File: config.mk
export PLATFORM = sky130hd
export DESIGN_NAME = output_unit
export DESIGN_NICKNAME = d
export VERILOG_FILES = /design/src/rtl/router_pkg.sv /design/src/rtl/ou_fifo.sv /design/src/rtl/output_unit.sv
export SDC_FILE = /design/constraint.sdc
export NUM_CORES = 1
export LEC_CHECK = 0
export ABC_AREA = 0
export CORE_ASPECT_RATIO = 0.6
export CORE_MARGIN = 1.5
export CORE_UTILIZATION = 56
export CTS_CLUSTER_SIZE = 20
export DETAILED_ROUTE_END_ITERATION = 12
export MAX_ROUTING_LAYER = met4
export PLACE_DENSITY = 0.79
export SYNTH_ARGS = -nofsm -noshare
export SYNTH_HDL_FRONTEND = slang
export SYNTH_SLANG_ARGS = --single-unit
File: constraint.sdc
create_clock -name clk -period 2.5 [get_ports clk]
set_input_delay 0.75 -clock clk [delete_from_list [all_inputs] [get_ports clk]]
set_output_delay 0.75 -clock clk [all_outputs]
set_load 0.01 [all_outputs]
File: src/rtl/router_pkg.sv
`default_nettype none
// ============================================================================
// Module   : router_pkg
// Purpose  : Shared flit format, flit type codes and output-unit state encoding
// Revision : 1.0
// ============================================================================
package router_pkg;

  localparam int FLIT_SIZE     = 16;
  localparam int FLIT_TYPE_W   = 2;
  // Type field sits directly below the valid bit.
  localparam int FLIT_TYPE_MSB = FLIT_SIZE - 2;

  typedef enum logic [FLIT_TYPE_W-1:0] {
    FLIT_NONE = 2'd0,
    HEAD_FLIT = 2'd1,
    BODY_FLIT = 2'd2,
    TAIL_FLIT = 2'd3
  } FLIT_TYPE_t;

  typedef logic [FLIT_SIZE-1:0] FLIT_t;

  typedef enum logic [2:0] {
    IDLE    = 3'd0,
    REQ     = 3'd1,
    BACKOFF = 3'd2,
    SEND    = 3'd3,
    DONE    = 3'd4
  } OU_STATE_t;

  function automatic FLIT_t make_flit(input FLIT_TYPE_t t, input logic [FLIT_SIZE-4:0] payload);
    return {1'b1, t, payload};
  endfunction

endpackage
`default_nettype wire

File: src/rtl/ou_fifo.sv
`default_nettype none
// ============================================================================
// Module   : ou_fifo
// Purpose  : Synchronous FIFO with registered storage and full/empty flags
// Revision : 1.0
// ============================================================================
module ou_fifo #(
  parameter int WIDTH      = 16,
  parameter int DEPTH_BITS = 2
) (
  input  logic             clk,
  input  logic             reset,
  input  logic [WIDTH-1:0] i_wr_data,
  input  logic             i_wr_en,
  input  logic             i_rd_en,
  output logic [WIDTH-1:0] o_rd_data,
  output logic             o_full,
  output logic             o_empty
);

  localparam int c_DEPTH = 1 << DEPTH_BITS;
  localparam logic [DEPTH_BITS:0] c_PTR_ONE = {{DEPTH_BITS{1'b0}}, 1'b1};

  logic [WIDTH-1:0]  r_mem [c_DEPTH];
  logic [DEPTH_BITS:0] r_wr_ptr;
  logic [DEPTH_BITS:0] r_rd_ptr;
  logic w_push;
  logic w_pop;

  // Extra pointer bit distinguishes full from empty when the indices match.
  assign o_empty = (r_wr_ptr == r_rd_ptr);
  assign o_full  = (r_wr_ptr[DEPTH_BITS] != r_rd_ptr[DEPTH_BITS]) &&
                   (r_wr_ptr[DEPTH_BITS-1:0] == r_rd_ptr[DEPTH_BITS-1:0]);
  assign w_push  = i_wr_en && !o_full;
  assign w_pop   = i_rd_en && !o_empty;
  assign o_rd_data = r_mem[r_rd_ptr[DEPTH_BITS-1:0]];

  always_ff @(posedge clk or posedge reset) begin
    if (reset) begin
      r_wr_ptr <= '0;
      r_rd_ptr <= '0;
    end else begin
      if (w_push) r_wr_ptr <= r_wr_ptr + c_PTR_ONE;
      if (w_pop)  r_rd_ptr <= r_rd_ptr + c_PTR_ONE;
    end
  end

  always_ff @(posedge clk) begin
    if (w_push) r_mem[r_wr_ptr[DEPTH_BITS-1:0]] <= i_wr_data;
  end

endmodule
`default_nettype wire

File: src/rtl/output_unit.sv
`default_nettype none
// ============================================================================
// Module   : output_unit
// Purpose  : Router port transmitter: buffers switch flits, requests the link
//            per packet and streams head-to-tail to the downstream input unit
// Revision : 1.0
// ============================================================================
module output_unit #(
  parameter int FLIT_SIZE   = router_pkg::FLIT_SIZE,
  parameter int DEPTH_BITS  = 2,
  parameter int ACK_TIMEOUT = 16
) (
  input  logic                 clk,
  input  logic                 reset,
  input  logic [FLIT_SIZE-1:0] i_sw_flit,
  input  logic                 i_sw_valid,
  output logic                 o_sw_ready,
  output logic [FLIT_SIZE-1:0] o_flit,
  output logic                 o_downstream_req,
  input  logic                 i_transmit_ack,
  output logic                 o_port_busy,
  output logic                 o_pkt_sent,
  output logic                 o_err
);

  import router_pkg::*;

  localparam int c_CNT_W = (ACK_TIMEOUT > 0) ? $clog2(ACK_TIMEOUT + 1) : 1;
  localparam logic [c_CNT_W-1:0] c_CNT_LAST = c_CNT_W'((ACK_TIMEOUT > 0) ? ACK_TIMEOUT - 1 : 0);
  localparam logic [c_CNT_W-1:0] c_CNT_MAX  = '1;
  localparam logic [c_CNT_W-1:0] c_CNT_ONE  = c_CNT_W'(1);
  localparam int c_TYPE_MSB = FLIT_SIZE - 2;

  OU_STATE_t              r_state;
  logic [c_CNT_W-1:0]     r_cnt;
  logic [FLIT_SIZE-1:0]   r_flit;
  logic                   r_req;
  logic                   r_pkt_sent;
  logic                   r_err;

  logic [FLIT_SIZE-1:0]   w_fifo_dout;
  logic                   w_fifo_full;
  logic                   w_fifo_empty;
  logic [FLIT_TYPE_W-1:0] w_front_type;
  logic                   w_ack_taken;
  logic                   w_pop;
  logic [FLIT_SIZE-1:0]   w_load_flit;
  OU_STATE_t              w_load_state;
  logic                   w_load_err;

  ou_fifo #(
    .WIDTH      (FLIT_SIZE),
    .DEPTH_BITS (DEPTH_BITS)
  ) u_fifo (
    .clk       (clk),
    .reset     (reset),
    .i_wr_data (i_sw_flit),
    .i_wr_en   (i_sw_valid),
    .i_rd_en   (w_pop),
    .o_rd_data (w_fifo_dout),
    .o_full    (w_fifo_full),
    .o_empty   (w_fifo_empty)
  );

  assign w_front_type = w_fifo_dout[c_TYPE_MSB -: FLIT_TYPE_W];
  assign w_ack_taken  = i_transmit_ack && ((r_state == REQ) || (r_state == BACKOFF));
  assign w_pop        = !w_fifo_empty &&
                        ((r_state == IDLE) || (r_state == SEND) || w_ack_taken);

  // Next link flit whenever the packet body is streaming (SEND or on grant).
  always_comb begin
    w_load_flit  = '0;
    w_load_state = SEND;
    w_load_err   = 1'b0;
    if (!w_fifo_empty) begin
      w_load_flit = {1'b1, w_fifo_dout[FLIT_SIZE-2:0]};
      if (w_front_type == TAIL_FLIT) w_load_state = DONE;
      if (w_front_type == HEAD_FLIT) w_load_err   = 1'b1;
    end
  end

  always_ff @(posedge clk or posedge reset) begin
    if (reset) begin
      r_state    <= IDLE;
      r_cnt      <= '0;
      r_flit     <= '0;
      r_req      <= 1'b0;
      r_pkt_sent <= 1'b0;
      r_err      <= 1'b0;
    end else begin
      r_pkt_sent <= 1'b0;
      r_err      <= 1'b0;
      case (r_state)
        IDLE: begin
          if (!w_fifo_empty) begin
            if (w_front_type == HEAD_FLIT) begin
              r_flit  <= {1'b1, w_fifo_dout[FLIT_SIZE-2:0]};
              r_req   <= 1'b1;
              r_cnt   <= '0;
              r_state <= REQ;
            end else begin
              r_err <= 1'b1;
            end
          end
        end
        REQ, BACKOFF: begin
          if (i_transmit_ack) begin
            r_req   <= 1'b0;
            r_flit  <= w_load_flit;
            r_state <= w_load_state;
            r_err   <= w_load_err;
          end else if (r_state == BACKOFF) begin
            r_req   <= 1'b1;
            r_state <= REQ;
          end else if ((ACK_TIMEOUT != 0) && (r_cnt == c_CNT_LAST)) begin
            r_req   <= 1'b0;
            r_cnt   <= '0;
            r_state <= BACKOFF;
          end else if (r_cnt != c_CNT_MAX) begin
            r_cnt <= r_cnt + c_CNT_ONE;
          end
        end
        SEND: begin
          r_flit  <= w_load_flit;
          r_state <= w_load_state;
          r_err   <= w_load_err;
        end
        DONE: begin
          r_flit     <= '0;
          r_pkt_sent <= 1'b1;
          r_state    <= IDLE;
        end
        default: r_state <= IDLE;
      endcase
    end
  end

  assign o_sw_ready       = !w_fifo_full;
  assign o_flit           = r_flit;
  assign o_downstream_req = r_req;
  assign o_port_busy      = (r_state != IDLE);
  assign o_pkt_sent       = r_pkt_sent;
  assign o_err            = r_err;

endmodule
`default_nettype wire

## After elaboration in Yosys (flattened, before gate mapping)

Memory sizes are Yosys's and may differ from the RTL's.
Index checks and enable logic that the tools add are counted.

- Input port bits: 20
- Memories: 1
- Output and inout bits: 21
- Register bits: 33
- Memory bits (writable): 64
- Logic and storage cells: 84

Memories:

| name | words | width | rd ports | clocked after Yosys merged registers in | write ports | line | RTL |
|---|---|---|---|---|---|---|---|
| u_fifo.r_mem | 4 | 16 | 1 | 0 | 1 | ou_fifo.sv:24 | `logic [WIDTH-1:0] r_mem [c_DEPTH];` |

- Reductions and logical operators: 19
- Muxes and demuxes: 35
- Add/sub/neg operators: 3
- Eq/ne operators: 18

Operator list:

| kind | count |
|---|---|
| 16-bit 2-to-1 mux | 4 |
| 16-bit one-hot mux with 4 select lines | 1 |
| 5-bit 2-to-1 mux | 6 |
| 3-bit 2-to-1 mux | 7 |
| 1-bit 2-to-1 mux | 13 |
| 5-bit one-hot mux with 2 select lines | 1 |
| 3-bit one-hot mux with 3 select lines | 1 |
| 2-bit != test (second input constant) | 4 |
| 4-bit AND reduction | 2 |
| 3-bit by 1-bit adder with 3-bit output (second input constant) | 2 |
| 3-bit by 2-bit equality test with 1-bit output (second input constant) | 2 |
| 6-bit AND reduction | 1 |
| 5-bit by 1-bit adder with 5-bit output (second input constant) | 1 |
| 5-bit by 4-bit equality test with 1-bit output (second input constant) | 1 |
| 1-bit logical AND | 5 |
| 5-bit != test (second input constant) | 1 |
| 4-bit != test (second input constant) | 1 |
| 4-bit nonzero test | 1 |
| 3-bit by 1-bit equality test with 1-bit output (second input constant) | 1 |
| 3-bit equality test | 1 |
| 3-bit equality test (second input constant) | 1 |
| 3-bit logical NOT | 1 |
| 1-bit logical OR | 3 |
| 3-bit != test (second input constant) | 1 |
| other kinds (12) | 13 |

## Logic depth before layout (Yosys ltp)

Gate-level depths: netlist of the first run.

- Depth after elaboration: 6
- Depth in mapped cells: 6
- Gate-level depth less buffers: 5

## Cells and area by module

From an unflattened synthesis of the first run, not the netlist that was laid out.

- Cells, all modules: 250
- Area total of the unflattened synthesis: 4,172.8 µm²

Modules (own cells, without submodules):

| module | area an instance (µm²) | times used | cells an instance | sequential area each (µm²) |
|---|---|---|---|---|
| ou_fifo | 2,827.7 | 1 | 133 | 2,072.0 |
| output_unit | 1,345.0 | 1 | 117 | 675.6 |

## Worst setup path before layout of the first run

Ideal clock, no wire load.

- Path kind: input -> register
- From: input port i_transmit_ack
- To: register r_flit[0], in the netlist o_flit[0]
- Cell stages on the path: 6
- Path buffers: 2
- Path slack: 0.378 ns
- Data arrival time: 1.997 ns
- Setup time: 0.125 ns
- Required time: 2.375 ns
- Cells stage by stage: clkbuf_1 maj3_1 nand2_1 o211ai_4 buf_12 mux2_4

- Longest elaborated chain between the ends: 2

RTL lines:

| element | line | RTL |
|---|---|---|
| start, declared | output_unit.sv:20 | `input logic i_transmit_ack,` |
| 2-bit != test (no source line) | n/a |  |
| 4-bit AND reduction (no source line) | n/a |  |
| end signal, assigned | output_unit.sv:97 | `r_flit <= {1'b1, w_fifo_dout[FLIT_SIZE-2:0]};` |
| end signal, assigned | output_unit.sv:109 | `r_flit <= w_load_flit;` |
| end signal, assigned | output_unit.sv:124 | `r_flit <= w_load_flit;` |
| end, declared | output_unit.sv:36 | `logic [FLIT_SIZE-1:0] r_flit;` |

No other way between the ends.
A chain may end at the register's enable or synchronous reset.

## Worst setup path in the final report of the first run

- From: register r_state[2]
- To: output port o_port_busy

- Longest elaborated chain between the ends: 1

RTL lines:

| element | line | RTL |
|---|---|---|
| start, declared | output_unit.sv:34 | `OU_STATE_t r_state;` |
| start signal, assigned | output_unit.sv:110 | `r_state <= w_load_state;` |
| start signal, assigned | output_unit.sv:125 | `r_state <= w_load_state;` |
| 3-bit nonzero test | output_unit.sv:141 | `assign o_port_busy = (r_state != IDLE);` |
| end, declared | output_unit.sv:21 | `output logic o_port_busy,` |

No other way between the ends.

==> results of run 1 <==
## logic make-up (layout without fill, tap and decap cells)
| family | Yosys count | in the layout | share of synthesized area |
|---|---|---|---|
| buffers and inverters | 22 | 88 | 0.0279 |
| XOR/XNOR | 9 | 9 | 0.0195 |
| adder cells (fa/ha/maj) | 7 | 7 | 0.0211 |
| flip-flops | 93 | 93 | 0.651 |
| multiplexers | 35 | 35 | 0.150 |
| AND/OR/NAND/NOR | 48 | 48 | 0.0709 |
| AO/OA/AOI/OAI | 28 | 28 | 0.0601 |
## cells in the mapped netlist, drive strengths merged (4+ instances only)
library cell and n:
nor2 6, clkbuf 4, xor2 6, edfxtp 60, inv 12, nand2b 6
dfrtp 33, nor2b 13, and2 5, nor3 4, buf 6, o21ai 5
mux2 18, mux4 15, ha 6, nand2 5, a21oi 5
## per-stage QoR
| step | total power (W) | cell area, um^2 | setup slack [ps] |
|---|---|---|---|
| global placement | 0.00551 | 4680 | -28.2 |
| CTS | 0.00695 | 4970 | 80.2 |
| detailed placement | 0.00563 | 4680 | -54.2 |
| global route | 0.00731 | 4970 | 2.07 |
| finish | 0.00689 | 4970 | 82.8 |
| floorplan | 0.00457 | 4040 | 378 |
## cells in the final DEF, fill, tap and decap left out, types with 3 or more instances in the layout
master / Yosys / layout
sky130_fd_sc_hd__dfrtp_1: 33 / 33
sky130_fd_sc_hd__mux2_2: 9 / 9
sky130_fd_sc_hd__ha_1: 6 / 6
sky130_fd_sc_hd__xnor2_1: 3 / 3
sky130_fd_sc_hd__a21oi_1: 5 / 5
sky130_fd_sc_hd__and2_1: 5 / 5
sky130_fd_sc_hd__nor3_1: 3 / 3
sky130_fd_sc_hd__o21ai_0: 5 / 5
sky130_fd_sc_hd__clkbuf_16: 0 / 9
sky130_fd_sc_hd__nor2_1: 6 / 6
sky130_fd_sc_hd__nand2b_1: 5 / 5
sky130_fd_sc_hd__nor2b_1: 13 / 13
sky130_fd_sc_hd__buf_4: 1 / 17
sky130_fd_sc_hd__nand3_1: 3 / 3
sky130_fd_sc_hd__buf_12: 1 / 4
sky130_fd_sc_hd__mux4_2: 12 / 12
sky130_fd_sc_hd__inv_1: 12 / 12
sky130_fd_sc_hd__edfxtp_1: 60 / 60
sky130_fd_sc_hd__mux4_1: 3 / 3
sky130_fd_sc_hd__clkdlybuf4s50_1: 0 / 38
sky130_fd_sc_hd__mux2_4: 9 / 9
sky130_fd_sc_hd__nand2_1: 5 / 5
sky130_fd_sc_hd__xor2_1: 6 / 6
## power by group
| group | internal [W] | switching [W] |
|---|---|---|
| clock network | 0.000778 | 0.000542 |
| registers | 0.00216 | 0.000284 |
| logic | 0.00170 | 0.00143 |
| total | 0.00464 | 0.00225 |
## flip-flops by register name (all words and copies together), names as in the netlist
name / cells
u_fifo.r_mem: 60
o_flit: 16
r_cnt: 5
r_state: 3
u_fifo.r_rd_ptr: 3
u_fifo.r_wr_ptr: 3
o_downstream_req: 1
o_err: 1
o_pkt_sent: 1
## worst paths after layout
path / start / endpoint / slack [ps] / cells after the start
worst max-delay path: r_state[2] / o_port_busy / 80 / 3
worst min-delay path: u_fifo.r_rd_ptr[2] / u_fifo.r_rd_ptr[2] / 490 / 1
worst max register to register: u_fifo.r_rd_ptr[0] / o_flit[9] / 170 / 4
worst min register to register: u_fifo.r_rd_ptr[2] / u_fifo.r_rd_ptr[2] / 490 / 1
max in group asynchronous: reset / o_flit[6] / 1370 / 3
min in group asynchronous: reset / o_flit[7] / 820 / 3
## repair_timing
action                                 CTS  global route
setup endpoints to repair                1             0
endpoints found under the hold margin    0             0
resized for setup                        1             0
## routing by layer
metal / up-vias / track usage
met3: 11 / 0.0629
met1: 1086 / 0.278
met4: 0 / 0.0696
met5: - / -
li1: 1046 / -
met2: 73 / 0.316
## worst register-to-register path: stages, from the launching register on
cell and delay, ps:
sky130_fd_sc_hd__dfrtp_1 400, sky130_fd_sc_hd__mux4_2 570, sky130_fd_sc_hd__nand2b_4 220, sky130_fd_sc_hd__o211ai_4 620
sky130_fd_sc_hd__mux2_2 420
## final cells by class
class / instances / area (um^2) / share of cell area
multi-input cells: 127 / 1300 / 0.261
repair buffers: 60 / 597 / 0.120
inverters: 12 / 45.0 / 0.00907
clock buffers: 11 / 233 / 0.0469
clock inverters: 5 / 57.6 / 0.0116
well taps: 87 / 109 / 0.0219
flip-flops and latches: 93 / 2630 / 0.529
==> report_table.html, run 1 <==
<table>
<tr><th>Metric</th><th>Value</th></tr>
<tr><th colspan="2">Outcome</th></tr>
<tr><td>Status</td><td>finished clean</td></tr>
<tr><th colspan="2">Detailed routing</th></tr>
<tr><td>Met3 WL post-DR</td><td>419 um</td></tr>
<tr><td>DR vias</td><td>2216</td></tr>
<tr><td>Wirelength per Cell</td><td>18.0 um</td></tr>
<tr><td>Via-to-Cell Ratio</td><td>5.61</td></tr>
<tr><td>DRT antenna net count</td><td>0</td></tr>
<tr><td>First-pass DRT Iterations</td><td>4</td></tr>
<tr><td>Detail Route met2 WL</td><td>3190 um</td></tr>
<tr><td>M1 WL</td><td>3420 um</td></tr>
<tr><td>First DRT Iteration DRCs</td><td>183</td></tr>
<tr><td>Detailed-route wire length</td><td>7110 um</td></tr>
<tr><td>Top routing layer used</td><td>met4</td></tr>
<tr><td>Drt drc</td><td>0</td></tr>
<tr><th colspan="2">Synthesis</th></tr>
<tr><td>Count of cell types in the netlist</td><td>49</td></tr>
<tr><td>Warnings from Yosys</td><td>0</td></tr>
<tr><td>Post-Syn Area per Cell</td><td>16.7 um^2</td></tr>
<tr><td>Gate count after technology mapping</td><td>242</td></tr>
<tr><td>Summed instance area of the synthesized netlist</td><td>4040 um^2</td></tr>
<tr><td>Number of enable flip-flop cells after synthesis</td><td>60</td></tr>
<tr><td>Biggest area consumer among synthesized cells</td><td>sky130_fd_sc_hd__edfxtp_1</td></tr>
<tr><td>Share of the synthesized area in the top cell type</td><td>0.446</td></tr>
<tr><td>Ranking of synthesized cells by area</td><td>sky130_fd_sc_hd__edfxtp_1 (45%), sky130_fd_sc_hd__dfrtp_1 (20%), sky130_fd_sc_hd__mux4_2 (6.7%), sky130_fd_sc_hd__mux2_4 (3.3%), sky130_fd_sc_hd__mux2_2 (2.5%)</td></tr>
<tr><td>FFs w/ async S/R, synth</td><td>0.355</td></tr>
<tr><td>Most used flip-flop cell after synthesis</td><td>sky130_fd_sc_hd__edfxtp_1</td></tr>
<tr><td>Post-Synthesis Net Count</td><td>268</td></tr>
<tr><td>Synthesis-stage register bit count</td><td>93</td></tr>
<tr><td>Sequential fraction of the synthesis area</td><td>0.651</td></tr>
<tr><th colspan="2">Clock tree</th></tr>
<tr><td>Post-CTS Setup Repair Bufs</td><td>0</td></tr>
<tr><td>CTS tree</td><td>built</td></tr>
<tr><td>Sinks on Clock Net</td><td>93</td></tr>
<tr><td>Clock input transition at the sequential cells of the worst setup and hold paths</td><td>60 ps</td></tr>
<tr><td>Root cell of the clock tree</td><td>sky130_fd_sc_hd__clkbuf_16</td></tr>
<tr><td>Total CTS buffers</td><td>9</td></tr>
<tr><td>Number of hold-repair buffers added at the cts stage</td><td>0</td></tr>
<tr><td>Maximum buffer depth of the clock tree</td><td>2</td></tr>
<tr><td>Latest clock arrival within the worst-skew pair</td><td>340 ps</td></tr>
<tr><td># H-tree levels</td><td>3</td></tr>
<tr><th colspan="2">Timing</th></tr>
<tr><td>Number of hold violations in the final report</td><td>0</td></tr>
<tr><td>Pin slew with the least headroom to its limit</td><td>712 ps</td></tr>
<tr><td>Max_slew headroom</td><td>0.523</td></tr>
<tr><td>Post-route clock period utilization</td><td>0.967</td></tr>
<tr><td>Setup clock skew after layout</td><td>6.74 ps</td></tr>
<tr><td>Worst hold-check slack</td><td>492 ps</td></tr>
<tr><td>Maximum clock frequency</td><td>414 MHz</td></tr>
<tr><td>Final min period</td><td>2420 ps</td></tr>
<tr><td>Number of setup violations in the final report</td><td>0</td></tr>
<tr><td>Setup_tns</td><td>0 ps</td></tr>
<tr><td>Number of slew-limit violations in the final report</td><td>0</td></tr>
<tr><td>Unrepaired setup endpoints after global routing</td><td>false</td></tr>
<tr><th colspan="2">Critical path</th></tr>
<tr><td>Category of the worst setup path launch point</td><td>flop</td></tr>
<tr><td>CP bufs+invs</td><td>2</td></tr>
<tr><td>Arr. time, crit path</td><td>1670 ps</td></tr>
<tr><td>Critical path type</td><td>flop to output port</td></tr>
<tr><td>Delay-heaviest family, CP</td><td>buffers and inverters</td></tr>
<tr><td>Critical path endpoint category</td><td>output port</td></tr>
<tr><td>Cell at the slowest stage of the critical path</td><td>sky130_fd_sc_hd__dfrtp_1</td></tr>
<tr><td>Cell-by-cell listing of the critical path</td><td>inv_1 -&gt; nand2_1 -&gt; clkdlybuf4s50_1</td></tr>
<tr><td>Biggest fanout along the worst timing path</td><td>12</td></tr>
<tr><td>Worst stage delay on the critical path</td><td>560 ps</td></tr>
<tr><td>Req. time, crit path</td><td>1750 ps</td></tr>
<tr><th colspan="2">Finish</th></tr>
<tr><td>Layout net count</td><td>329</td></tr>
<tr><td>Layout fillers</td><td>450</td></tr>
<tr><td>Inserted Diodes</td><td>0</td></tr>
<tr><td>Final Instance Count excl. Fillers</td><td>395</td></tr>
<tr><td>Synthesis-to-layout area growth</td><td>23.0%</td></tr>
<tr><td>Share of cells above drive strength 1</td><td>0.234</td></tr>
<tr><td>Final Core Density</td><td>0.728</td></tr>
<tr><th colspan="2">Die</th></tr>
<tr><td>Effective utilization at floorplan</td><td>0.592</td></tr>
<tr><td>Vertical die dimension</td><td>68.8 um</td></tr>
<tr><td>Total number of placement rows</td><td>23</td></tr>
<tr><td>Core region area</td><td>6820 um^2</td></tr>
<tr><td>Top-Level Pins</td><td>41</td></tr>
<tr><td>Area enclosed by the die boundary</td><td>7750 um^2</td></tr>
<tr><td>Floorplan die width</td><td>113 um</td></tr>
<tr><th colspan="2">Placed design</th></tr>
<tr><td>Routability-driven placement congestion ratio</td><td>0.813</td></tr>
<tr><td># placed instances</td><td>379</td></tr>
<tr><td>Post-DP HPWL</td><td>4950 um</td></tr>
<tr><td>Buffers on Ports</td><td>39</td></tr>
<tr><th colspan="2">Global route</th></tr>
<tr><td>Wire length of the first global-routing pass</td><td>11200 um</td></tr>
<tr><td>Overall Global Routing Usage</td><td>0.209</td></tr>
<tr><td>Antenna violations before repair</td><td>0</td></tr>
<tr><td>Vias in the first global route</td><td>2124</td></tr>
<tr><td>GR Overflow Total</td><td>0</td></tr>
<tr><td>Maximum number of pins on one net before global-route repair</td><td>34</td></tr>
<tr><th colspan="2">Power and ir drop</th></tr>
<tr><td>Power per standard cell area</td><td>1390 nW/um^2</td></tr>
<tr><td>Worst ir drop on vdd</td><td>0.663 mV</td></tr>
<tr><td>Leak pwr</td><td>1.93 nW</td></tr>
<tr><th colspan="2">Job</th></tr>
<tr><td>Count of max-cap constraint violations</td><td>0</td></tr>
<tr><th colspan="2">Min path</th></tr>
<tr><td>Worst min-delay path category</td><td>flop to flop</td></tr>
</table>
(Power assumes the default switching activity.)
==> inputs of run 2 (changes only) <==
--- a/config.mk
+++ b/config.mk
@@ -9,9 +9,10 @@
 export CORE_ASPECT_RATIO = 0.6
 export CORE_MARGIN = 1.5
 export CORE_UTILIZATION = 56
+export CTS_CLUSTER_DIAMETER = 200
 export CTS_CLUSTER_SIZE = 20
 export DETAILED_ROUTE_END_ITERATION = 12
-export MAX_ROUTING_LAYER = met4
+export GPL_TIMING_DRIVEN = 0
 export PLACE_DENSITY = 0.79
 export SYNTH_ARGS = -nofsm -noshare
 export SYNTH_HDL_FRONTEND = slang
==> run 2 against run 1 <==
Compared with the run above: non-clock buffer count decreased by 16; worst setup slack improved by 28 ps; largest cell class unchanged; critical path depth increased by 3; highest routed layer unchanged; clock power about the same.
==> report_table.html, run 2 (synthesized netlist as in run 1, its figures left out) <==
<table>
<tr><th>Metric</th><th>Value</th></tr>
<tr><th colspan="2">Global route</th></tr>
<tr><td>Vias in the first global route</td><td>2171 (+2.2%)</td></tr>
<tr><td>Wire length of the first global-routing pass</td><td>11600 um (+2.8%)</td></tr>
<tr><td>Overall Global Routing Usage</td><td>0.206 (-0.00331)</td></tr>
<tr><td>Antenna violations before repair</td><td>0 (unchanged)</td></tr>
<tr><td>GR Overflow Total</td><td>0 (unchanged)</td></tr>
<tr><td>Maximum number of pins on one net before global-route repair</td><td>34 (unchanged)</td></tr>
<tr><th colspan="2">Clock tree</th></tr>
<tr><td>Latest clock arrival within the worst-skew pair</td><td>340 ps (about the same)</td></tr>
<tr><td>Number of hold-repair buffers added at the cts stage</td><td>0 (unchanged)</td></tr>
<tr><td>Total CTS buffers</td><td>9 (unchanged)</td></tr>
<tr><td>Root cell of the clock tree</td><td>sky130_fd_sc_hd__clkbuf_16</td></tr>
<tr><td>Maximum buffer depth of the clock tree</td><td>2 (unchanged)</td></tr>
<tr><td># H-tree levels</td><td>3 (unchanged)</td></tr>
<tr><td>CTS tree</td><td>built</td></tr>
<tr><td>Sinks on Clock Net</td><td>93 (unchanged)</td></tr>
<tr><td>Clock input transition at the sequential cells of the worst setup and hold paths</td><td>60 ps (about the same)</td></tr>
<tr><th colspan="2">Placed design</th></tr>
<tr><td>Routability-driven placement congestion ratio</td><td>0.863 (+6.1%)</td></tr>
<tr><td>Post-DP HPWL</td><td>4780 um (-3.3%)</td></tr>
<tr><td># placed instances</td><td>367 (-3.2%)</td></tr>
<tr><td>Setup WS pre-CTS</td><td>-377 ps (-323 ps)</td></tr>
<tr><td>Post-DP Area</td><td>4530 um^2 (-3.2%)</td></tr>
<tr><td>Buffers on Ports</td><td>38 (-2.6%)</td></tr>
<tr><th colspan="2">Critical path</th></tr>
<tr><td>CP Depth</td><td>6 (+3)</td></tr>
<tr><td>Arr. time, crit path</td><td>2610 ps (+940 ps)</td></tr>
<tr><td>Critical path type</td><td>flop to flop</td></tr>
<tr><td>Critical path endpoint category</td><td>flop</td></tr>
<tr><td>Number of cells on the worst reg-to-reg path</td><td>6 (+2)</td></tr>
<tr><td>Biggest fanout along the worst timing path</td><td>18 (+6)</td></tr>
<tr><td>Crit path capture</td><td>o_flit[8]</td></tr>
<tr><td>CP bufs+invs</td><td>2 (unchanged)</td></tr>
<tr><td>Launching instance or port of the critical path</td><td>u_fifo.r_rd_ptr[0]</td></tr>
<tr><td>Worst stage delay on the critical path</td><td>560 ps (about the same)</td></tr>
<tr><td>Startpoint of the worst register-to-register path</td><td>u_fifo.r_rd_ptr[0]</td></tr>
<tr><td>Most numerous cell on the critical path</td><td>sky130_fd_sc_hd__buf_12</td></tr>
<tr><td>Category of the worst setup path launch point</td><td>flop</td></tr>
<tr><td>Cell at the slowest stage of the critical path</td><td>sky130_fd_sc_hd__mux4_2</td></tr>
<tr><td>Req. time, crit path</td><td>2720 ps (+970 ps)</td></tr>
<tr><td>Cell-by-cell listing of the critical path</td><td>buf_12 -&gt; mux4_2 -&gt; nand2b_4 -&gt; o211ai_4 -&gt; buf_12 -&gt; mux2_4</td></tr>
<tr><td>Setup slack of the most critical reg-to-reg path</td><td>110 ps (-60 ps)</td></tr>
<tr><td>RR Endpoint</td><td>o_flit[8]</td></tr>
<tr><td>Delay-heaviest family, CP</td><td>multiplexers</td></tr>
<tr><th colspan="2">Timing</th></tr>
<tr><td>Number of slew-limit violations in the final report</td><td>0 (unchanged)</td></tr>
<tr><td>Post-route clock period utilization</td><td>0.956 (-0.0113)</td></tr>
<tr><td>Number of setup violations in the final report</td><td>0 (unchanged)</td></tr>
<tr><td>Number of hold violations in the final report</td><td>0 (unchanged)</td></tr>
<tr><td>Unrepaired setup endpoints after global routing</td><td>false</td></tr>
<tr><td>Pin slew with the least headroom to its limit</td><td>703 ps (-9.49 ps)</td></tr>
<tr><td>Final min period</td><td>2390 ps (-28.4 ps)</td></tr>
<tr><td>Max_slew headroom</td><td>0.525 (+0.00266)</td></tr>
<tr><td>Setup clock skew after layout</td><td>8.56 ps (+1.82 ps)</td></tr>
<tr><td>Maximum clock frequency</td><td>419 MHz (+1.2%)</td></tr>
<tr><td>Final setup slack of the worst path</td><td>111 ps (+28.4 ps)</td></tr>
<tr><th colspan="2">Detailed routing</th></tr>
<tr><td>DR vias</td><td>2184 (-1.4%)</td></tr>
<tr><td>Detailed-route wire length</td><td>7290 um (+2.5%)</td></tr>
<tr><td>Via-to-Cell Ratio</td><td>5.76 (+2.7%)</td></tr>
<tr><td>DRT antenna net count</td><td>0 (unchanged)</td></tr>
<tr><td>First-pass DRT Iterations</td><td>4 (unchanged)</td></tr>
<tr><td>Wirelength per Cell</td><td>19.2 um (+6.8%)</td></tr>
<tr><td>Drt drc</td><td>0 (unchanged)</td></tr>
<tr><td>First DRT Iteration DRCs</td><td>134 (-27%)</td></tr>
<tr><th colspan="2">Min path</th></tr>
<tr><td>Hold Startpoint</td><td>o_flit[5]</td></tr>
<tr><td>Worst min-delay path category</td><td>flop to flop</td></tr>
<tr><th colspan="2">Finish</th></tr>
<tr><td>Layout net count</td><td>313 (-4.9%)</td></tr>
<tr><td>Final std cell area, no fill</td><td>4840 um^2 (-2.5%)</td></tr>
<tr><td>Top library cells by usage in the layout, fill and taps aside</td><td>sky130_fd_sc_hd__edfxtp_1 (60), sky130_fd_sc_hd__clkdlybuf4s50_1 (37), sky130_fd_sc_hd__dfrtp_1 (32), sky130_fd_sc_hd__nor2b_1 (13), sky130_fd_sc_hd__mux4_2 (12)</td></tr>
<tr><td>Max reg flops</td><td>60 (unchanged)</td></tr>
<tr><td>Final Instance Count excl. Fillers</td><td>379 (-4.1%)</td></tr>
<tr><td>Most frequent standard cell in the layout excluding fill and tap cells</td><td>sky130_fd_sc_hd__edfxtp_1</td></tr>
<tr><td>Share of cells above drive strength 1</td><td>0.219 (-0.0146)</td></tr>
<tr><td>Final Core Density</td><td>0.710 (-0.0180)</td></tr>
<tr><td>Synthesis-to-layout area growth</td><td>20.0%</td></tr>
<tr><td>Inserted Diodes</td><td>0 (unchanged)</td></tr>
<tr><th colspan="2">Power and ir drop</th></tr>
<tr><td>Worst ir drop on vdd</td><td>0.571 mV (-14%)</td></tr>
<tr><td>Leak pwr</td><td>1.85 nW (-4.5%)</td></tr>
<tr><td>Post-route total power</td><td>0.00680 W (-1.4%)</td></tr>
<tr><td>Power per standard cell area</td><td>1400 nW/um^2 (+1.1%)</td></tr>
<tr><th colspan="2">Die</th></tr>
<tr><td>Top-Level Pins</td><td>41 (unchanged)</td></tr>
<tr><td>Effective utilization at floorplan</td><td>0.592 (unchanged)</td></tr>
<tr><td>Vertical die dimension</td><td>68.8 um (unchanged)</td></tr>
<tr><td>Core region area</td><td>6820 um^2 (unchanged)</td></tr>
<tr><td>Floorplan die width</td><td>113 um (unchanged)</td></tr>
<tr><td>Total number of placement rows</td><td>23 (unchanged)</td></tr>
<tr><td>Area enclosed by the die boundary</td><td>7750 um^2 (unchanged)</td></tr>
<tr><th colspan="2">Job</th></tr>
<tr><td>Count of max-cap constraint violations</td><td>0 (unchanged)</td></tr>
<tr><th colspan="2">Outcome</th></tr>
<tr><td>Status</td><td>finished clean</td></tr>
</table>
[run 2: cell count changes in the layout (fill, tap and decap cells not counted), sizes merged]
cell           before  now
clkinvlp            0    1
buf                21    5
inv                14   13
clkbuf             11   12
clkdlybuf4s50      38   37
[run 2: power breakdown]
group          leakage (nW)  total [W]  internal, W  switching [W]
logic                 0.757    0.00298      0.00157        0.00141
clock network         0.140    0.00134     0.000779       0.000560
registers             0.949    0.00248      0.00216       0.000315
total                  1.85    0.00680      0.00452        0.00228
[run 2: area by class of cell]
cell class / count / area, um^2
well taps: 87 / 109
repair buffers: 38 / 379
multi-input cells: 127 / 1330
inverters: 12 / 45.0
fillers: 445 / 1980
flip-flops and latches: 93 / 2630
plain buffers: 6 / 57.6
clock buffers: 11 / 233
clock inverters: 5 / 60.1
[run 2: worst min path at each step]
stage                         endpoint  slack (ps)  cells past startpoint
finish                       o_flit[5]         510                      1
CTS                         o_flit[13]         510                      1
detailed placement  u_fifo.r_rd_ptr[2]         480                      1
global placement    u_fifo.r_rd_ptr[2]         470                      1
floorplan           u_fifo.r_wr_ptr[2]         460                      1
global route                 o_flit[5]         530                      1
[run 2: worst reg2reg max path, delay by kind of cell (launching register included)]
family / cells / cell delay [ps]
muxes: 2 / 880
AOI/OAI and AO/OA: 1 / 380
DFF: 1 / 400
and+or+nand+nor: 1 / 210
buffers and inverters: 2 / 410
[run 2: what timing repair did]
action	CTS	global route
setup endpoints to repair	63	46
gates resized for setup	7	5
setup buffers	0	0
[run 2: per-layer routing]
metal  part of all wire  track usage  routed length (um)
met1               0.48        0.294                3510
met5                  0            0                   0
met3              0.056       0.0472                 405
met2               0.45        0.323                3310
met4             0.0096       0.0649                  70
[run 2: through the flow]
step	hold slack (ps)	setup TNS [ps]
4_1_cts	515	0
3_5_place_dp	478	-20120
3_3_place_gp	474	-17390
6_report	512	0
5_1_grt	532	0
2_1_floorplan	460	0
==> inputs of run 3 (changes only) <==
--- a/config.mk
+++ b/config.mk
@@ -9,11 +9,11 @@
 export CORE_ASPECT_RATIO = 0.6
 export CORE_MARGIN = 1.5
 export CORE_UTILIZATION = 56
-export CTS_CLUSTER_DIAMETER = 200
 export CTS_CLUSTER_SIZE = 20
 export DETAILED_ROUTE_END_ITERATION = 12
 export GPL_TIMING_DRIVEN = 0
 export PLACE_DENSITY = 0.79
+export SLEW_MARGIN = 0
 export SYNTH_ARGS = -nofsm -noshare
 export SYNTH_HDL_FRONTEND = slang
 export SYNTH_SLANG_ARGS = --single-unit
==> results of run 3 <==
Final layout, timing and power as in run 2 (identical DEF).
